## config.mk

```make
export PLATFORM = sky130hd
export DESIGN_NAME = add_sub_serial_flat
export DESIGN_NICKNAME = d
export VERILOG_FILES = /design/src/rtl/add_sub_serial_if.sv /design/src/rtl/add_sub_serial.sv /design/src/flat_wrapper.sv
export SDC_FILE = /design/constraint.sdc
export NUM_CORES = 1
export LEC_CHECK = 0
export CAP_MARGIN = 10
export CORE_MARGIN = 5
export CORE_UTILIZATION = 57
export DETAILED_ROUTE_END_ITERATION = 7
export GPL_ROUTABILITY_DRIVEN = 0
export PLACE_DENSITY = 0.84
export SKIP_LAST_GASP = 1
export SLEW_MARGIN = 5
export SYNTH_ARGS = -nofsm -noshare
export SYNTH_HDL_FRONTEND = slang
export SYNTH_SLANG_ARGS = --single-unit
```

## constraint.sdc

```tcl
create_clock -name Clk -period 7 [get_ports Clk]
set_input_delay 2.1 -clock Clk [delete_from_list [all_inputs] [get_ports Clk]]
set_output_delay 2.1 -clock Clk [all_outputs]
set_load 0.02 [all_outputs]
```

## src/rtl/add_sub_serial_if.sv

```systemverilog
// Handshake and result bundle for add_sub_serial.
// master: drives Start/opA/opB/opSel; slave: drives Busy/Done/Sum/Overflow/CarryOut/Zero.
interface add_sub_serial_if #(
    parameter int WIDTH = 16
);
    logic             Start;
    logic [WIDTH-1:0] opA;
    logic [WIDTH-1:0] opB;
    logic             opSel;
    logic             Busy;
    logic             Done;
    logic [WIDTH-1:0] Sum;
    logic             Overflow;
    logic             CarryOut;
    logic             Zero;

    modport master (
        output Start, opA, opB, opSel,
        input  Busy, Done, Sum, Overflow, CarryOut, Zero
    );

    modport slave (
        input  Start, opA, opB, opSel,
        output Busy, Done, Sum, Overflow, CarryOut, Zero
    );
endinterface

```

## src/rtl/add_sub_serial.sv

```systemverilog
// Multi-cycle signed add/sub, CHUNK bits per clock, carry rippled across cycles.
// Ports: Clk, Rst_n (async low), bus (add_sub_serial_if.slave). Option: ADD_SUB_SAT_EN.
module add_sub_serial #(
    parameter int WIDTH = 16,
    parameter int CHUNK = 4
) (
    input  logic Clk,
    input  logic Rst_n,
    add_sub_serial_if.slave bus
);
    localparam int NCHUNK = WIDTH / CHUNK;
    localparam int IW     = (NCHUNK > 1) ? $clog2(NCHUNK) : 1;

    typedef enum logic [1:0] {IDLE, RUN, DONE} state_t;

    state_t           state_q, state_d;
    logic [WIDTH-1:0] a_q, b_q, work_q;
    logic             carry_q;
    logic [IW-1:0]    idx_q;
    logic [WIDTH-1:0] sum_q;
    logic             ovf_q, cout_q, zero_q;

    logic [CHUNK-1:0] ca, cb;
    logic [CHUNK:0]   csum;
    logic [WIDTH-1:0] work_d, sum_fin;
    logic             c_out, c_msb, ovf, last, accept;

    assign accept = bus.Start && (state_q != RUN);
    assign last   = (idx_q == IW'(NCHUNK - 1));

    // Select the active chunk with constant slices
    always_comb begin
        ca = '0;
        cb = '0;
        for (int i = 0; i < NCHUNK; i++) begin
            if (idx_q == IW'(i)) begin
                ca = a_q[i*CHUNK +: CHUNK];
                cb = b_q[i*CHUNK +: CHUNK];
            end
        end
    end

    assign csum  = {1'b0, ca} + {1'b0, cb} + {{CHUNK{1'b0}}, carry_q};
    assign c_out = csum[CHUNK];
    // Carry into the chunk MSB recovered from its sum bit
    assign c_msb = ca[CHUNK-1] ^ cb[CHUNK-1] ^ csum[CHUNK-1];
    assign ovf   = c_msb ^ c_out;

    always_comb begin
        work_d = work_q;
        for (int i = 0; i < NCHUNK; i++) begin
            if (idx_q == IW'(i)) begin
                work_d[i*CHUNK +: CHUNK] = csum[CHUNK-1:0];
            end
        end
    end

`ifdef ADD_SUB_SAT_EN
    always_comb begin
        sum_fin = work_d;
        if (ovf) begin
            sum_fin = a_q[WIDTH-1] ? {1'b1, {(WIDTH-1){1'b0}}}
                                   : {1'b0, {(WIDTH-1){1'b1}}};
        end
    end
`else
    assign sum_fin = work_d;
`endif

    always_comb begin
        state_d = state_q;
        unique case (state_q)
            IDLE:    if (bus.Start) state_d = RUN;
            RUN:     if (last) state_d = DONE;
            DONE:    state_d = bus.Start ? RUN : IDLE;
            default: state_d = IDLE;
        endcase
    end

    always_ff @(posedge Clk or negedge Rst_n) begin
        if (!Rst_n) begin
            state_q <= IDLE;
            a_q     <= '0;
            b_q     <= '0;
            work_q  <= '0;
            carry_q <= 1'b0;
            idx_q   <= '0;
            sum_q   <= '0;
            ovf_q   <= 1'b0;
            cout_q  <= 1'b0;
            zero_q  <= 1'b0;
        end else begin
            state_q <= state_d;
            if (accept) begin
                a_q     <= bus.opA;
                b_q     <= bus.opB ^ {WIDTH{bus.opSel}};
                carry_q <= bus.opSel;
                idx_q   <= '0;
                work_q  <= '0;
            end else if (state_q == RUN) begin
                work_q  <= work_d;
                carry_q <= c_out;
                idx_q   <= idx_q + 1'b1;
                if (last) begin
                    sum_q  <= sum_fin;
                    cout_q <= c_out;
                    ovf_q  <= ovf;
                    zero_q <= (sum_fin == '0);
                end
            end
        end
    end

    assign bus.Busy     = (state_q == RUN);
    assign bus.Done     = (state_q == DONE);
    assign bus.Sum      = sum_q;
    assign bus.Overflow = ovf_q;
    assign bus.CarryOut = cout_q;
    assign bus.Zero     = zero_q;
endmodule
```

## src/flat_wrapper.sv

```systemverilog
// flat-port wrapper written by rule: the top's interface ports become plain ports
module add_sub_serial_flat 
#(
    parameter int WIDTH = 16,
    parameter int CHUNK = 4
)
  (Clk, Rst_n, bus_Start, bus_opA, bus_opB, bus_opSel, bus_Busy, bus_Done, bus_Sum, bus_Overflow, bus_CarryOut, bus_Zero);
  add_sub_serial_if #(.WIDTH(WIDTH)) bus_i ();
  input  logic Clk;
  input  logic Rst_n;
  input wire logic [$bits(bus_i.Start)-1:0] bus_Start;
  input wire logic [$bits(bus_i.opA)-1:0] bus_opA;
  input wire logic [$bits(bus_i.opB)-1:0] bus_opB;
  input wire logic [$bits(bus_i.opSel)-1:0] bus_opSel;
  output wire logic [$bits(bus_i.Busy)-1:0] bus_Busy;
  output wire logic [$bits(bus_i.Done)-1:0] bus_Done;
  output wire logic [$bits(bus_i.Sum)-1:0] bus_Sum;
  output wire logic [$bits(bus_i.Overflow)-1:0] bus_Overflow;
  output wire logic [$bits(bus_i.CarryOut)-1:0] bus_CarryOut;
  output wire logic [$bits(bus_i.Zero)-1:0] bus_Zero;
  assign bus_i.Start = bus_Start;
  assign bus_i.opA = bus_opA;
  assign bus_i.opB = bus_opB;
  assign bus_i.opSel = bus_opSel;
  assign bus_Busy = bus_i.Busy;
  assign bus_Done = bus_i.Done;
  assign bus_Sum = bus_i.Sum;
  assign bus_Overflow = bus_i.Overflow;
  assign bus_CarryOut = bus_i.CarryOut;
  assign bus_Zero = bus_i.Zero;
  add_sub_serial #(.WIDTH(WIDTH), .CHUNK(CHUNK)) u_core (.Clk(Clk), .Rst_n(Rst_n), .bus(bus_i));
endmodule
```

### Word level (Yosys, flattened, before mapping)

Index checks and enable logic that the tools add are counted.

* equal/unequal tests: 8
* add/sub/neg operators: 3
* bitwise gates (word level): 5
* reduce and logical (&&, ||, !) cells: 7
* muxes and demuxes: 22

Operator list (number)
* 4-bit 2-to-1 mux: 12
* 16-bit 2-to-1 mux: 2
* 16-bit zero test: 1
* 16-bit XOR: 1
* 2-bit 2-to-1 mux: 4
* 2-bit equality test (second input constant): 3
* 2-bit case mux with 3 select lines: 1
* 4-bit by 4-bit adder with 5-bit output: 1
* 5-bit by 1-bit adder with 5-bit output: 1
* 2-bit by 1-bit equality test with 1-bit output (second input constant): 2
* 2-bit zero test: 2
* 2-bit by 1-bit != test with 1-bit output (second input constant): 2
* 1-bit 2-to-1 mux: 3
* 3-bit AND reduction: 1
* 1-bit XOR: 3
* 2-bit by 1-bit adder with 2-bit output (second input constant): 1
* 2-bit != test (second input constant): 1
* 2-bit AND reduction: 1
* 2-bit nonzero test: 1
* 1-bit logical AND: 1
* 1-bit NOT: 1

* output and inout bits: 21
* register bits: 72
* word-level logic and storage cells: 55
* input bits: 36

### Longest topological paths before layout

Gate-level depths: netlist of the first run.

* depth after elaboration: 10
* mapped depth: 17
* mapped depth without buffers: 15

### Worst setup path after synthesis of the first run

Ideal clock, no wire load.

* path kind: register to register
* start point: reg u_core.idx_q[0]
* end point: reg u_core.zero_q (netlist: u_core.bus.Zero)
* data required time: 6908 ps
* stages on the path, launching flop included: 17
* slack: 3508 ps
* buffers on the path: 3
* arrival: 3400 ps
* period minus slack after synthesis: 3492 ps
* path through: dfrtp_1 inv_1 ha_1 clkbuf_1 buf_2 buf_1 a21oi_1 nor2_1 a21oi_1 fa_1 inv_1 fa_1 mux2i_1 nand2_2 a2111oi_4 nand4_1 o31ai_2

* word-level cells in the longest chain between the ends: 9
* elaborated cells between the ends (all ways): 20
* classes of those cells: add/sub (2); eq/ne (3); mux (12); reduce/logical (3)

Ends and longest elaborated chain
* from (decl): RTL line add_sub_serial.sv:19 `logic [IW-1:0] idx_q;`
* from (signal assigned): RTL line add_sub_serial.sv:103 `idx_q <= idx_q + 1'b1;`
* 2-bit zero test: RTL line add_sub_serial.sv:36, add_sub_serial.sv:52
* 4-bit 2-to-1 mux (4 in a row): RTL line add_sub_serial.sv:36 `if (idx_q == IW'(i)) begin`
* 4-bit by 4-bit adder with 5-bit output: RTL line add_sub_serial.sv:43 `assign csum = {1'b0, ca} + {1'b0, cb} + {{CHUNK{1'b0}}, carry_q};`
* 5-bit by 1-bit adder with 5-bit output: RTL line add_sub_serial.sv:43
* 4-bit 2-to-1 mux: RTL line add_sub_serial.sv:52 `if (idx_q == IW'(i)) begin`
* 16-bit zero test: RTL line add_sub_serial.sv:108 `zero_q <= (sum_fin == '0);`
* to (signal assigned): RTL line add_sub_serial.sv:108
* to (decl): RTL line add_sub_serial.sv:21 `logic ovf_q, cout_q, zero_q;`

Parallel ways exist; a longest one is shown, timed or not.
A chain may end at the register's enable or synchronous reset.

### Worst setup path after layout of the first run

* start point: reg u_core.idx_q[1]
* end point: reg u_core.zero_q (netlist: u_core.bus.Zero)

The elaborated chain is that of the path after synthesis.

==> metrics.md, run 1 <==
| Metric | Value |
|---|---|
| Fin Hold WS | `0.479 ns` |
| Iteration-0 DRC Markers | `185` |
| TritonCTS Sinks | `70` |
| Antenna-violating nets left | `0` |
| Starting Density | `0.591` |
| Cells on worst reg2reg path | `15` |
| M3 GR Usage | `0.0400` |
| Worst-margin pin slew | `0.902 ns` |
| Total Routed Length | `7.57 mm` |
| Hold depth | `2` |
| CTS root buf | `clkbuf_8` |
| DIE HEIGHT | `88.6 microns` |
| FF-to-FF setup slack | `3.04 ns` |
| Yosys warns | `0` |
| NumNets Final | `443` |
| N_diodes | `0` |
| Clk buf depth | `2` |
| Die W | `88.6 microns` |
| Yosys top cell by area | `dfrtp_1` |
| Hold Path End | `u_core.bus.Sum[11]` |
| CTS Hold Bufs | `0` |
| P&R area growth vs syn | `21.2%` |
| Via count | `2697` |
| Grt met1 use | `0.261` |
| Top_reg_cell synth | `dfrtp_1` |
| Slew Limit Fails | `0` |
| CP Capture Type | `register` |
| Synthesized cell area | `0.00352 sq mm` |
| Count leader, synth | `dfrtp_1` |
| GR peak layer | `met2` |
| Setup Skew | `0.00766 ns` |
| Critical Path Most Common Cell | `a21oi_1` |
| Post-synth EDFFs | `0` |
| Met2 Usage GRT | `0.367` |
| Total setup buffers inserted after CTS | `0` |
| Die ar. | `0.00785 sq mm` |
| # H-tree levels | `3` |
| Cts repair resizes | `0` |
| Cells after synthesis | `352` |
| Synth top cells by count | `70 x dfrtp_1, 53 x nand2_1, 51 x o21ai_0` |
| Minimum clock period | `3.96 ns` |
| Syn nets | `397` |
| Seq/Total Area, Yosys | `0.498` |
| Hpwl dp | `5.54 mm` |
| Worst-Skew Late Latency | `0.35 ns` |
| Worst Path Required | `7.25 ns` |
| Final setup vio count | `0` |
| Global-route wire length before repair | `12.8 mm` |
| CTS Buf Count | `9` |
| Pleak | `0.00181 uW` |
| Hold Startpoint | `u_core.bus.Sum[11]` |
| RR Endpoint | `u_core.bus.Zero` |
| Std-Cell Rows | `28` |
| Drt via density | `5.64` |
| Crit-path cells | `inv_1 > ha_1 > nand2_1 > a21oi_1 > a21oi_1 > nor2_1 > a21oi_1 > fa_1 > inv_1 > fa_1 > mux2i_1 > nand2_2 > a2111oi_4 > nand4_1 > o31ai_2` |
| Crit path max fanout | `27` |
| Routed len/inst | `15.8 microns` |
| RSZ-0062 raised after global routing | `no` |
| Core ar. | `0.00596 sq mm` |
| Final hold vios | `0` |
| Vias in the first global route | `2738` |
| Asr flop ratio synth | `1.00` |
| Peak VDD IR | `0.280 mV` |
| Pin count of the biggest net entering global routing | `71` |
| Achievable Freq | `253 MHz` |
| Pwr per Cell Area | `541 mW/mm^2` |
| Max incr delay on CP | `0.72 ns` |
| Total GRT Usage | `0.216` |
| RR Startpoint | `u_core.idx_q[1]` |
| Register bit total from synthesis | `70` |
| Crit path kind | `reg -> reg` |
| WP data arrival | `4.21 ns` |
| Hold WC Path Type | `reg -> reg` |
| Port bufs | `56` |
| Setup total negative slack | `0 ns` |
| Overflow after GRT | `0` |
| Syn Area/Cell | `10.0 sq um` |
| Yosys top cell area share | `0.498` |
| Status | `finished, final reports clean` |
| CP Launch Type | `register` |
| CTS tree | `yes` |
| Critical-path top delay cell | `ha_1` |
| Final period util | `0.565` |
| Filler cells | `455` |
| DRC viols | `0` |
| Clock transition at path regs | `0.07 ns` |
| IO Pins | `57` |
| Yosys cell types | `44` |
| Main area contributors after synthesis | `dfrtp_1 50%, o21ai_0 7.2%, nand2_1 5.7%, mux2_2 5.4%, xnor2_1 4.0%` |
| Rel. slew slack | `0.397` |
| Initial antenna violation count | `0` |
| Layout cells sized above 1 | `0.102` |
| Drt pass-1 iters | `4` |
| Max-Cap Viols | `0` |
## layer usage
metal  share of wire  vias to the layer above  routed length, microns
li1                -                     1318                       -
met1            0.42                     1279                    3200
met2            0.50                       79                    3770
met3           0.049                       21                     371
met4           0.031                        0                     231
met5               0                        -                       0
## through the flow
| step | setup slack, ns | power, uW | instance area (sq um) | instances | utilization |
|---|---|---|---|---|---|
| 6_report | 3.04 | 2310 | 4270 | 478 | 0.717 |
| 3_3_place_gp | 3.29 | 1950 | 4090 | 462 | 0.686 |
| 5_1_grt | 2.71 | 2500 | 4270 | 478 | 0.717 |
| 3_5_place_dp | 3.10 | 2000 | 4090 | 462 | 0.686 |
| 4_1_cts | 3.07 | 2320 | 4270 | 478 | 0.717 |
| 2_1_floorplan | 3.51 | 1610 | 3520 | 352 | - |
## logic make-up (layout without fill, tap and decap cells)
kind of cell	after synthesis	in the layout	share of synthesized area
AND/OR/NAND/NOR	104	104	0.145
AO/OA/AOI/OAI	96	96	0.166
XOR/XNOR	17	17	0.0444
flip-flops	70	70	0.498
buffers and inverters	34	85	0.0430
multiplexers	22	22	0.0686
adder cells (fa/ha/maj)	9	9	0.0362
## power breakdown
part | leakage (uW) | switching (uW) | internal [uW]
sequential | 0.000868 | 109 | 591
combinational | 0.000847 | 762 | 534
clock | 0.0000904 | 147 | 164
total | 0.00181 | 1020 | 1290
## worst max path at each step
stage / startpoint / to / slack (ns) / cells past startpoint
4_1_cts: u_core.idx_q[1] / u_core.bus.Zero / 3.07 / 15
6_report: u_core.idx_q[1] / u_core.bus.Zero / 3.04 / 15
5_1_grt: u_core.idx_q[0] / u_core.bus.Zero / 2.71 / 15
3_5_place_dp: u_core.idx_q[1] / u_core.bus.Zero / 3.10 / 15
2_1_floorplan: u_core.idx_q[0] / u_core.bus.Zero / 3.51 / 16
3_3_place_gp: u_core.idx_q[0] / u_core.bus.Zero / 3.29 / 15
## critical path: cells and delay by family, from the launching register on
family	cells	cell delay, ns
compound gates	5	0.84
fa+ha+maj	3	1.69
buf+inv	2	0.19
flops	1	0.41
mux	1	0.22
simple gates	4	0.50
## cells in the final DEF, fill, tap and decap left out, types with 3 or more instances in the layout
master | synthesis | final
a31oi_1 | 3 | 3
clkbuf_8 | 0 | 9
clkdlybuf4s50_1 | 0 | 55
nand3b_1 | 8 | 8
a21oi_1 | 22 | 22
o21ai_0 | 51 | 51
mux2i_1 | 5 | 5
ha_1 | 7 | 7
nand2_1 | 53 | 53
xnor2_1 | 16 | 16
nand3_1 | 5 | 5
a22o_1 | 4 | 4
dfrtp_1 | 70 | 70
or3_1 | 4 | 4
a32o_1 | 3 | 3
mux2_2 | 17 | 17
clkbuf_1 | 11 | 3
nor2_1 | 15 | 15
inv_1 | 9 | 9
nor2b_1 | 5 | 5
## final cells by class
class | count | area [sq um] | area share
Clock inverter | 4 | 47.5 | 0.0111
Multi-Input combinational cell | 248 | 1620 | 0.379
Tap cell | 75 | 93.8 | 0.0220
Clock buffer | 12 | 135 | 0.0317
Sequential cell | 70 | 1750 | 0.410
Timing Repair Buffer | 58 | 571 | 0.134
Inverter | 11 | 51.3 | 0.0120
## flip-flops by register name, summed over array words and instances (netlist names)
name and count:
u_core.state_q 2, u_core.carry_q 1, u_core.work_q 14, u_core.idx_q 2, u_core.bus.Zero 1, u_core.a_q 16, u_core.bus.Sum 16, u_core.bus.CarryOut 1
u_core.bus.Overflow 1, u_core.b_q 16
(Power assumes the default switching activity.)
==> run 2, diff against run 1 <==
--- a/config.mk
+++ b/config.mk
@@ -7,10 +7,10 @@
 export LEC_CHECK = 0
 export CAP_MARGIN = 10
 export CORE_MARGIN = 5
-export CORE_UTILIZATION = 57
+export CORE_UTILIZATION = 48
 export DETAILED_ROUTE_END_ITERATION = 7
 export GPL_ROUTABILITY_DRIVEN = 0
-export PLACE_DENSITY = 0.84
+export PLACE_DENSITY = 0.76
 export SKIP_LAST_GASP = 1
 export SLEW_MARGIN = 5
 export SYNTH_ARGS = -nofsm -noshare
==> constraint.sdc (replaced) <==
create_clock -name Clk -period 3.62 [get_ports Clk]
set_input_delay 1.086 -clock Clk [delete_from_list [all_inputs] [get_ports Clk]]
set_output_delay 1.086 -clock Clk [all_outputs]
set_load 0.02 [all_outputs]
==> run 2 against run 1 <==
Compared with the run above:
- global-route usage down 3.5 points
- sequential cell count unchanged
- sequential share of layout area decreased by 0.63 points
- utilization down 12 points
- sequential power rose by 91%
- via count shrank 0.41%
- combinational power is 100% higher
==> metrics.md, run 2 (synthesis results as in run 1) <==
| Metric | Value |
|---|---|
| Hpwl dp | `5.54 mm (about the same)` |
| Crit path kind | `reg -> reg` |
| Slew Limit Fails | `0 (unchanged)` |
| WP data arrival | `3.65 ns (-0.56 ns)` |
| Achievable Freq | `295 MHz (+17%)` |
| RR Startpoint | `u_core.idx_q[1]` |
| Final core utilization | `0.601 (-0.116)` |
| Overflow after GRT | `0 (unchanged)` |
| CP Launch Type | `register` |
| Worst-margin pin slew | `0.880 ns (-0.0223 ns)` |
| Total Routed Length | `7.64 mm (+0.94%)` |
| Starting Density | `0.488 (-0.103)` |
| Vias in the first global route | `2647 (-3.3%)` |
| IO Pins | `57 (unchanged)` |
| Total GRT Usage | `0.181 (-0.0355)` |
| DRC viols | `0 (unchanged)` |
| Max-Cap Viols | `0 (unchanged)` |
| # H-tree levels | `3 (unchanged)` |
| Global-route wire length before repair | `12.6 mm (-1.8%)` |
| Port bufs | `56 (unchanged)` |
| Hold WC Path Type | `reg -> reg` |
| NumNets Final | `449 (+1.4%)` |
| Clk buf depth | `2 (unchanged)` |
| Post-place instance area | `0.00416 sq mm (+1.8%)` |
| CTS tree | `yes` |
| Cts repair resizes | `0 (unchanged)` |
| CP Capture Type | `register` |
| DP Cell Count | `492 (+6.5%)` |
| Peak VDD IR | `0.401 mV (+43%)` |
| Rel. slew slack | `0.412 (+0.0149)` |
| Minimum clock period | `3.39 ns (-0.571 ns)` |
| Final period util | `0.936 (+0.370)` |
| Total setup buffers inserted after CTS | `0 (unchanged)` |
| CTS Hold Bufs | `0 (unchanged)` |
| Design Area, Final | `0.00433 sq mm (+1.6%)` |
| Drt via density | `5.32 (-5.7%)` |
| DIE HEIGHT | `95.6 microns (+8.0%)` |
| Clock power share | `0.120 (-0.015)` |
| Via count | `2686 (-0.41%)` |
| Seq pwr share | `0.298 (-0.005)` |
| Core ar. | `0.00721 sq mm (+21%)` |
| CTS Buf Count | `9 (unchanged)` |
| Gate power share | `0.582 (+0.020)` |
| Iteration-0 DRC Markers | `117 (-37%)` |
| RSZ-0062 raised after global routing | `no` |
| Power Internal | `2510 uW (+95%)` |
| Final std cells w/o fill | `505 (+5.6%)` |
| Pwr per Cell Area | `1040 mW/mm^2 (+92%)` |
| Pin count of the biggest net entering global routing | `71 (unchanged)` |
| Status | `finished, final reports clean` |
| Die W | `95.6 microns (+8.0%)` |
| Commonest non-fill, non-tap cell in the layout | `dfrtp_1` |
| Sw frac | `0.442 (+0.000532)` |
| Antenna-violating nets left | `0 (unchanged)` |
| Clock transition at path regs | `0.07 ns (about the same)` |
| Worst-Skew Late Latency | `0.34 ns (about the same)` |
| NetSw | `1990 uW (+96%)` |
| Final hold vios | `0 (unchanged)` |
| Routed len/inst | `15.1 microns (-4.5%)` |
| Final setup vio count | `0 (unchanged)` |
| Setup total negative slack | `0 ns (unchanged)` |
| P&R area growth vs syn | `23.1%` |
| Crit path max fanout | `11 (-59%)` |
| Drt pass-1 iters | `4 (unchanged)` |
| Crit path launch | `u_core.idx_q[1]` |
| Initial antenna violation count | `0 (unchanged)` |
| CTS root buf | `clkbuf_8` |
| Setup Skew | `0.00986 ns (+0.00220 ns)` |
| Std-Cell Rows | `31 (+11%)` |
| Layout cells sized above 1 | `0.126 (+0.0239)` |
| Pleak | `0.00183 uW (+1.2%)` |
| Hold Startpoint | `u_core.bus.Sum[10]` |
| Worst Path Required | `3.88 ns (-3.37 ns)` |
| TritonCTS Sinks | `70 (unchanged)` |
| N_diodes | `0 (unchanged)` |
| Die ar. | `0.00915 sq mm (+17%)` |
| Most frequent cells in the layout | `70 x dfrtp_1, 55 x clkdlybuf4s50_1, 53 x nand2_1` |
## run 2: per-layer routing
layer | vias to the layer above | global-route usage | part of all wire
met4 | 0 | 0.0983 | 0.034
met3 | 17 | 0.0418 | 0.044
met1 | 1273 | 0.230 | 0.45
li1 | 1321 | - | -
met5 | - | 0 | 0
met2 | 75 | 0.283 | 0.47
## run 2: layout make-up
cell class	instances	area [sq um]
Fill cell	634	2880
Sequential cell	70	1750
Multi-Input combinational cell	248	1630
Timing Repair Buffer	64	616
Clock buffer	11	151
Tap cell	99	124
Inverter	11	51.3
Clock inverter	2	10.0
## run 2: metrics by stage
step / power [uW] / setup slack [ns] / hold WS, ns
final: 4510 / 0.233 / 0.480
after global routing: 4860 / 0.0537 / 0.500
after CTS: 4480 / 0.129 / 0.484
after detailed placement: 3930 / 0.171 / 0.469
after global placement: 3840 / 0.333 / 0.459
after floorplan: 3120 / 0.128 / 0.445
## run 2: power by group through the flow
stage | Sequential [uW] | Clock (uW) | Combinational [uW]
2_1_floorplan | 1430 | 0 | 1690
3_3_place_gp | 1350 | 0 | 2490
3_5_place_dp | 1360 | 0 | 2570
4_1_cts | 1340 | 553 | 2580
5_1_grt | 1390 | 586 | 2890
6_report | 1340 | 540 | 2620
## run 2: path summary, 6_finish.rpt
check                                endpoint  slack, ns  cells past startpoint
max                           u_core.bus.Zero       0.23                     13
min                        u_core.bus.Sum[10]       0.48                      2
max reg2reg                   u_core.bus.Zero       0.23                     13
min reg2reg                u_core.bus.Sum[10]       0.48                      2
max in group asynchronous       u_core.b_q[5]       2.11                      2
min in group asynchronous   u_core.bus.Sum[0]       0.95                      2
## run 2: critical path, cell delays in order, from the launching register on
cell and delay, ns:
dfrtp_1 0.37, inv_1 0.09, ha_1 0.24, buf_4 0.19
nand3b_1 0.15, a21oi_1 0.24, a21oi_1 0.06, o21ai_0 0.38
fa_2 0.62, mux2i_1 0.22, nand2_2 0.11, a2111oi_4 0.32
nand4_1 0.14, o31ai_2 0.18
